## config.mk

```make
export PLATFORM = sky130hd
export DESIGN_NAME = job_arbiter
export DESIGN_NICKNAME = d
export VERILOG_FILES = /design/src/rtl/job_arbiter.sv
export SDC_FILE = /design/constraint.sdc
export NUM_CORES = 1
export LEC_CHECK = 0
export ABC_AREA = 1
export BUFFER_PORTS_ARGS = -buffer_cell sky130_fd_sc_hd__buf_2
export CORE_AREA = 4 4 95 97
export CTS_CLUSTER_DIAMETER = 120
export DETAILED_ROUTE_END_ITERATION = 10
export DIE_AREA = 0 0 99 101
export GPL_ROUTABILITY_DRIVEN = 0
export PLACE_DENSITY = 0.88
export SLEW_MARGIN = 40
export SYNTH_ARGS = -nofsm -noshare
export SYNTH_HDL_FRONTEND = slang
export SYNTH_SLANG_ARGS = --single-unit
export TNS_END_PERCENT = 10
```

## constraint.sdc

```tcl
create_clock -name clk_i -period 8 [get_ports clk_i]
set_clock_uncertainty 0.2 [all_clocks]
set_input_delay 1.6 -clock clk_i [delete_from_list [all_inputs] [get_ports clk_i]]
set_output_delay 1.6 -clock clk_i [all_outputs]
set_load 0.005 [all_outputs]
```

## src/rtl/job_arbiter.sv

```systemverilog
// Round-robin arbiter that shares one job unit among NUM_REQ requesters.
// One job at most is in flight: IDLE grants, BUSY waits for the unit result,
// DONE presents the result to the owning requester until it takes it.
//
//   state | meaning
//   IDLE  | no job; grant first requester at/after ptr when unit is ready
//   BUSY  | job issued to unit; waiting for unit result
//   DONE  | result held for owner; cleared when owner takes it
module job_arbiter #(
   parameter int DATA_WIDTH = 32,
   parameter int NUM_REQ    = 4,
   localparam int IDX_W     = (NUM_REQ > 1) ? $clog2(NUM_REQ) : 1
) (
   input  logic                          clk_i,
   input  logic                          rst_i,
   input  logic [NUM_REQ-1:0]            req_start_en_i,
   input  logic [NUM_REQ*DATA_WIDTH-1:0] req_start_data_i,
   output logic [NUM_REQ-1:0]            req_start_rdy_o,
   input  logic [NUM_REQ-1:0]            req_getResult_en_i,
   output logic [NUM_REQ-1:0]            req_getResult_rdy_o,
   output logic [DATA_WIDTH-1:0]         req_getResult_data_o,
   output logic                          unit_start_en_o,
   output logic [DATA_WIDTH-1:0]         unit_start_data_o,
   input  logic                          unit_start_rdy_i,
   output logic                          unit_getResult_en_o,
   input  logic                          unit_getResult_rdy_i,
   input  logic [DATA_WIDTH-1:0]         unit_getResult_data_i,
   output logic                          busy_o,
   output logic [IDX_W-1:0]              owner_o
);

   typedef enum logic [1:0] {
      ST_IDLE = 2'd0,
      ST_BUSY = 2'd1,
      ST_DONE = 2'd2
   } state_t;

   state_t                 state_q, state_d;
   logic [IDX_W-1:0]       ptr_q, ptr_d;
   logic [IDX_W-1:0]       owner_q, owner_d;
   logic [DATA_WIDTH-1:0]  result_q, result_d;
   logic [NUM_REQ-1:0]     get_rdy_q, get_rdy_d;
   logic                   busy_q, busy_d;

   logic [IDX_W-1:0]       win;
   logic                   win_vld;
   logic                   grant;
   logic [IDX_W:0]         sum;

   // Round-robin search: first active request at index ptr, ptr+1, ... wrapping.
   always_comb begin
      win     = '0;
      win_vld = 1'b0;
      sum     = '0;
      for (int i = 0; i < NUM_REQ; i++) begin
         sum = {1'b0, ptr_q} + (IDX_W+1)'(i);
         if (sum >= (IDX_W+1)'(NUM_REQ)) begin
            sum = sum - (IDX_W+1)'(NUM_REQ);
         end
         if (!win_vld && req_start_en_i[sum[IDX_W-1:0]]) begin
            win_vld = 1'b1;
            win     = sum[IDX_W-1:0];
         end
      end
   end

   // Combinational handshakes toward requesters and unit; suppressed while in reset.
   always_comb begin
      grant               = (state_q == ST_IDLE) && win_vld && unit_start_rdy_i && !rst_i;
      req_start_rdy_o     = grant ? (NUM_REQ'(1) << win) : '0;
      unit_start_en_o     = grant;
      unit_start_data_o   = grant ? req_start_data_i[win*DATA_WIDTH +: DATA_WIDTH] : '0;
      unit_getResult_en_o = (state_q == ST_BUSY) && unit_getResult_rdy_i && !rst_i;
   end

   // Next-state logic; registered outputs derive from the next state so they
   // line up with the state they describe.
   always_comb begin
      state_d  = state_q;
      ptr_d    = ptr_q;
      owner_d  = owner_q;
      result_d = result_q;
      case (state_q)
         ST_IDLE: begin
            if (grant) begin
               owner_d = win;
               ptr_d   = (win == IDX_W'(NUM_REQ - 1)) ? '0 : win + IDX_W'(1);
               state_d = ST_BUSY;
            end
         end
         ST_BUSY: begin
            if (unit_getResult_rdy_i) begin
               result_d = unit_getResult_data_i;
               state_d  = ST_DONE;
            end
         end
         ST_DONE: begin
            if (req_getResult_en_i[owner_q]) begin
               state_d = ST_IDLE;
            end
         end
         default: state_d = ST_IDLE;
      endcase
      busy_d    = (state_d != ST_IDLE);
      get_rdy_d = (state_d == ST_DONE) ? (NUM_REQ'(1) << owner_d) : '0;
   end

   // State and registered outputs; reset abandons any job in flight.
   always_ff @(posedge clk_i or posedge rst_i) begin
      if (rst_i) begin
         state_q   <= ST_IDLE;
         ptr_q     <= '0;
         owner_q   <= '0;
         result_q  <= '0;
         get_rdy_q <= '0;
         busy_q    <= 1'b0;
      end else begin
         state_q   <= state_d;
         ptr_q     <= ptr_d;
         owner_q   <= owner_d;
         result_q  <= result_d;
         get_rdy_q <= get_rdy_d;
         busy_q    <= busy_d;
      end
   end

   assign req_getResult_rdy_o  = get_rdy_q;
   assign req_getResult_data_o = result_q;
   assign busy_o               = busy_q;
   assign owner_o              = owner_q;

endmodule

```

# Word level (Yosys, flattened, before mapping)
# Index checks and enable logic that the tools add are counted.
# totals
input_bits	172
out_inout_bits	77
elab_cells	78
regBits	43
# classes
n_shift	3
n_lt_le_gt_ge	9
reduce_logical	16
eq_ne	4
addsub	8
n_mux	32
# op_table
operator	count
$shiftx A128 B8 Y32	1
$mux W32	1
$mux W2	14
$lt A2 B3 Y1 const B	5
$bmux W1 S2	5
$ge A3 B3 Y1 const B	3
$mux W1	9
$logic_and A1 B1 Y1	8
$mux W4	2
$shl A1 B2 Y4 const A	2
$sub A2 B1 Y2 const B	4
$add A2 B2 Y3 const B	2
$eq A2 B2 Y1 const B	3
$pmux W2 S3	1
$logic_not A1 Y1	4
$reduce_and A2 Y1	2
$add A2 B1 Y3 const B	1
$ge A2 B3 Y1 const B	1
$add A2 B1 Y2 const B	1
$eq A2 B1 Y1 const B	1
$logic_not A2 Y1	1
$reduce_bool A2 Y1	1

# Longest topological paths before layout
# logic_depth
word_depth	21
ltp_mapped	16

# Worst setup path before layout
# No wires, ideal clock.
# synth_timing
kind	in2out
start	input port rst_i
end	output port unit_start_data_o[0]
t_required_ps	6200
stages	8
arrival_ps	3635
path_slack_ps	2565
cell_sequence	inv_1 nand2_1 nor3_1 nand2_8 nor2_4 buf_4 nand2_1 nand2_1
# synth_via
elab_chain_len	3
# synth_rtl
item	line	source
start, declared	15	input logic rst_i,
$logic_not A1 Y1 (no line)	--	
$logic_and A1 B1 Y1	69	grant = (state_q == ST_IDLE) && win_vld && unit_start_rdy_i && !rst_i;
$mux W32	72	unit_start_data_o = grant ? req_start_data_i[win*DATA_WIDTH +: DATA_WIDTH] : '0;
end, declared	23	output logic [DATA_WIDTH-1:0] unit_start_data_o,
# Every way passes these cells.

# Final worst setup path
# layout_timing
start	input port req_start_en_i[3]
end	output port req_start_rdy_o[3]
# layout_via
elab_chain_len	16
word_cells_on_any_way	27
classes_between	1 x shift; 17 x mux; 9 x reduce/logical
# layout_rtl
item	line	source
start, declared	16	input logic [NUM_REQ-1:0] req_start_en_i,
$bmux W1 S2	60	if (!win_vld && req_start_en_i[sum[IDX_W-1:0]]) begin
$mux W1 (not written as such)	60	
$mux W1	60	
$logic_not A1 Y1	60	
$logic_and A1 B1 Y1	60	
$mux W1	60	
$logic_not A1 Y1	60	
$logic_and A1 B1 Y1	60	
$mux W1	60	
$logic_not A1 Y1	60	
$logic_and A1 B1 Y1	60	
$mux W1	60	
$logic_and A1 B1 Y1 (3 in series)	69	
$mux W4 (*)	70	req_start_rdy_o = grant ? (NUM_REQ'(1) << win) : '0;
end, declared	18	output logic [NUM_REQ-1:0] req_start_rdy_o,
# Mark *: on every way between the ends. The rest lies on a longest branch, timed or not. The select of a mux whose other input is x is not followed.

==> flow_summary_export.csv <==
group,metric,value,unit
run_status,outcome,"complete, no violations",
clocking,cts_tree,"yes",
min_path,hold_depth,2,
detailed_routing,ant_nets,0,
critical_path,path_class,"in2out",
cells_and_area,final_nets,989,
yosys,synth_ff_type,"dfrtp_1",
critical_path,r2r_start,"ptr_q[0]$_DFFE_PP0P_",
grt,antenna_found_initial,1,
sta,setup_tns,0,ns
clocking,holdBufCountCts,0,
critical_path,r2r_cells,12,
yosys,ys_ff_latch,43,
critical_path,end_kind,"output pin",
clocking,ctsResizeCount,0,
yosys,synth-compound-area-share,3.72,%
critical_path,critPathRequiredTime,6.20,ns
power_and_ir_drop,p_int,0.000904,W
cells_and_area,syn_to_final_growth,39.3,%
job,cap_viol_max_count,0,
critical_path,r2r_setup_slack,4.05,ns
min_path,hp-class,"reg2reg",
power_and_ir_drop,ir_drop,0.277,mV
critical_path,startpoint_type,"input pin",
yosys,ys_warn_count,0,
critical_path,critPathArrivalTime,4.56,ns
detailed_routing,dr.first_iter.drc_count,146,
power_and_ir_drop,combPwrFrac,71.0,%
placement,portBuffers,248,
cells_and_area,diodes,0,
yosys,synth_top_family_by_area,"simple AND/OR/NAND/NOR gates",
critical_path,crit-reg2reg-capture,"ptr_q[1]$_DFFE_PP0P_",
detailed_routing,via_count,4411,
sta,finalCriticalPeriod,6.36,ns
yosys,synth.distinct_cells,26,
detailed_routing,drtPass1Iterations,5,
floorplan,rows,33,
floorplan,die_y,101,µm
grt,grt_max_degree,72,
yosys,syn_nets,763,
floorplan,coreArea,8130,µm²
yosys,synthXorXnorAreaFrac,0,%
grt,grt_usage,23.3,%
placement,dp.cells,911,
grt,grt_pass1_wl,19000,µm
yosys,syn_area,3430,µm²
yosys,synth_area_per_cell,5.85,µm²
sta,finalCritPeriodShare,79.5,%
clocking,cts_max_level,2,
clocking,clkLatencyLatePin,0.29,ns
power_and_ir_drop,clkPwrFrac,10.0,%
yosys,syn_inst,587,
floorplan,start_util,42.2,%
power_and_ir_drop,leakage,3.18,nW
detailed_routing,drc,0,
sta,rsz0062_at_grt,"no",
yosys,synthAdderAreaFrac,1.46,%
power_and_ir_drop,powerDensity,414,nW/µm²
clocking,cts_buffers,5,
clocking,path_clk_slew,0.08,ns
clocking,cts_sinks,43,
detailed_routing,wl_per_cell,13.6,µm
min_path,whs_endpoint,"req_getResult_data_o[22]$_DFFE_PP0P_",
detailed_routing,via_per_inst,4.80,
placement,place_ws,1.66,ns
sta,maxSlewHeadroom,48.0,%
yosys,synth-simple-area-share,51.5,%
cells_and_area,layout-drive-gt1-share,33.9,%
sta,hold_violations,0,
power_and_ir_drop,swShare,54.3,%
critical_path,crit_fanout,71,
yosys,async_flop_share,100,%
power_and_ir_drop,power_switching,0.00107,W
clocking,cts_buffer_depth,2,
sta,fin_ws,1.64,ns
yosys,ys_seq_area_share,31.4,%
grt,overflow,0,
floorplan,ios,249,
sta,finalSetupViolCount,0,
min_path,holdCritStartpoint,"req_getResult_data_o[22]$_DFFE_PP0P_",
power_and_ir_drop,pwr-share-seq,19.0,%
floorplan,fp.dieW,99,µm
detailed_routing,routed_wl,12500,µm
floorplan,dieArea,10000,µm²
clocking,cts_setup_buffers,0,
cells_and_area,layoutNonFillerInstCount,919,
grt,grt_pass1_vias,3910,
sta,worst_pin_slew,0.779,ns
yosys,synth_mux_area_share,0,%
sta,fmax,157,MHz
placement,hpwl,9700,µm
yosys,synth_edf_count,0,
clocking,clockRootBuffer,"clkbuf_8",
sta,final_max_slew_viol_count,0,
==> area by class of cell <==
cell class | count | area, µm²
Fill cell | 849 | 3350
Clock inverter | 3 | 67.6
Sequential cell | 43 | 1080
Multi-Input combinational cell | 452 | 1950
Tap cell | 105 | 131
Timing Repair Buffer | 250 | 1260
Clock buffer | 5 | 68.8
Inverter | 61 | 234
==> per-stage QoR <==
stage | hold slack, ns | utilization, % | cell area, µm² | power (W)
5_1_grt | 0.306 | 58.8 | 4780 | 0.00220
3_3_place_gp | 0.257 | 57.1 | 4640 | 0.00176
2_1_floorplan | 0.272 | - | 3430 | 0.00142
6_report | 0.279 | 58.8 | 4780 | 0.00198
4_1_cts | 0.280 | 58.8 | 4780 | 0.00198
3_5_place_dp | 0.260 | 57.1 | 4640 | 0.00178
==> flip-flops by register name, indices dropped and copies added (netlist names) <==
register,flops
state_q,2
ptr_q,2
req_getResult_data_o,32
owner_o,2
busy_o,1
req_getResult_rdy_o,4
==> cell usage after synthesis, types with 2 or more instances <==
cell type	count	area, µm²
inv_2	5	18.8
clkbuf_1	8	30.0
nor2_1	12	45.0
ha_1	4	50.1
inv_4	2	12.5
nand2_1	337	1260
buf_6	4	45.0
buf_2	17	85.1
nand3_2	2	20.0
dfrtp_1	43	1080
nand4_1	19	119
o21ai_1	7	35.0
nand3_1	45	225
buf_4	2	15.0
o21ai_0	4	20.0
a21oi_1	11	55.1
nor2_4	2	22.5
nand2_2	2	12.5
inv_1	54	203
==> worst max-delay path by stage <==
stage / from / end / slack [ns]
after floorplan: rst_i / unit_start_data_o[0] / 2.56
after global placement: req_start_en_i[0] / req_start_rdy_o[3] / 1.74
after detailed placement: req_start_en_i[3] / req_start_rdy_o[3] / 1.66
after CTS: req_start_en_i[3] / req_start_rdy_o[3] / 1.65
after global routing: req_start_en_i[1] / unit_start_data_o[31] / 1.31
final: req_start_en_i[3] / req_start_rdy_o[3] / 1.64
==> cells in the final DEF (no fill, tap or decap), drive strengths merged, types with 2 or more instances in the layout <==
cell type,instances
ha,4
a21oi,11
nor2,14
bufinv,2
clkbuf,5
inv,60
nand4,19
o21ai,11
nand3,48
dfrtp,43
nand2,341
buf,250
==> logic make-up (layout without fill, tap and decap cells) <==
group           count (synthesis)  count (layout)
simple gates                  424             424
buf+inv                        92             319
flops                          43              43
compound gates                 24              24
fa+ha+maj                       4               4
==> critical path, stage by stage <==
cell and delay [ns]:
buf_2 0.09, inv_1 0.04, nand2_1 0.07, nand3_1 0.13
nand2_2 0.13, nor2_4 0.06, nand3_2 0.34, nand3_4 0.67
inv_2 0.87, ha_1 0.27, inv_1 0.04, nor2_1 0.09
buf_2 0.12
==> power groups by stage <==
| stage | clock [W] | combinational, W | sequential (W) |
|---|---|---|---|
| after floorplan | 0 | 0.00105 | 0.000375 |
| after global placement | 0 | 0.00138 | 0.000377 |
| after detailed placement | 0 | 0.00141 | 0.000374 |
| after CTS | 0.000201 | 0.00141 | 0.000376 |
| after global routing | 0.000211 | 0.00160 | 0.000389 |
| final | 0.000198 | 0.00140 | 0.000376 |
==> layer usage <==
metal	global-route usage, %	wire length, µm	up-vias
li1	-	-	2246
met1	30.0	5010	1946
met2	40.2	6230	199
met3	5.19	1070	18
met4	4.52	167	2
met5	0	7	-
Note: power is estimated with default switching activity, not from simulation.
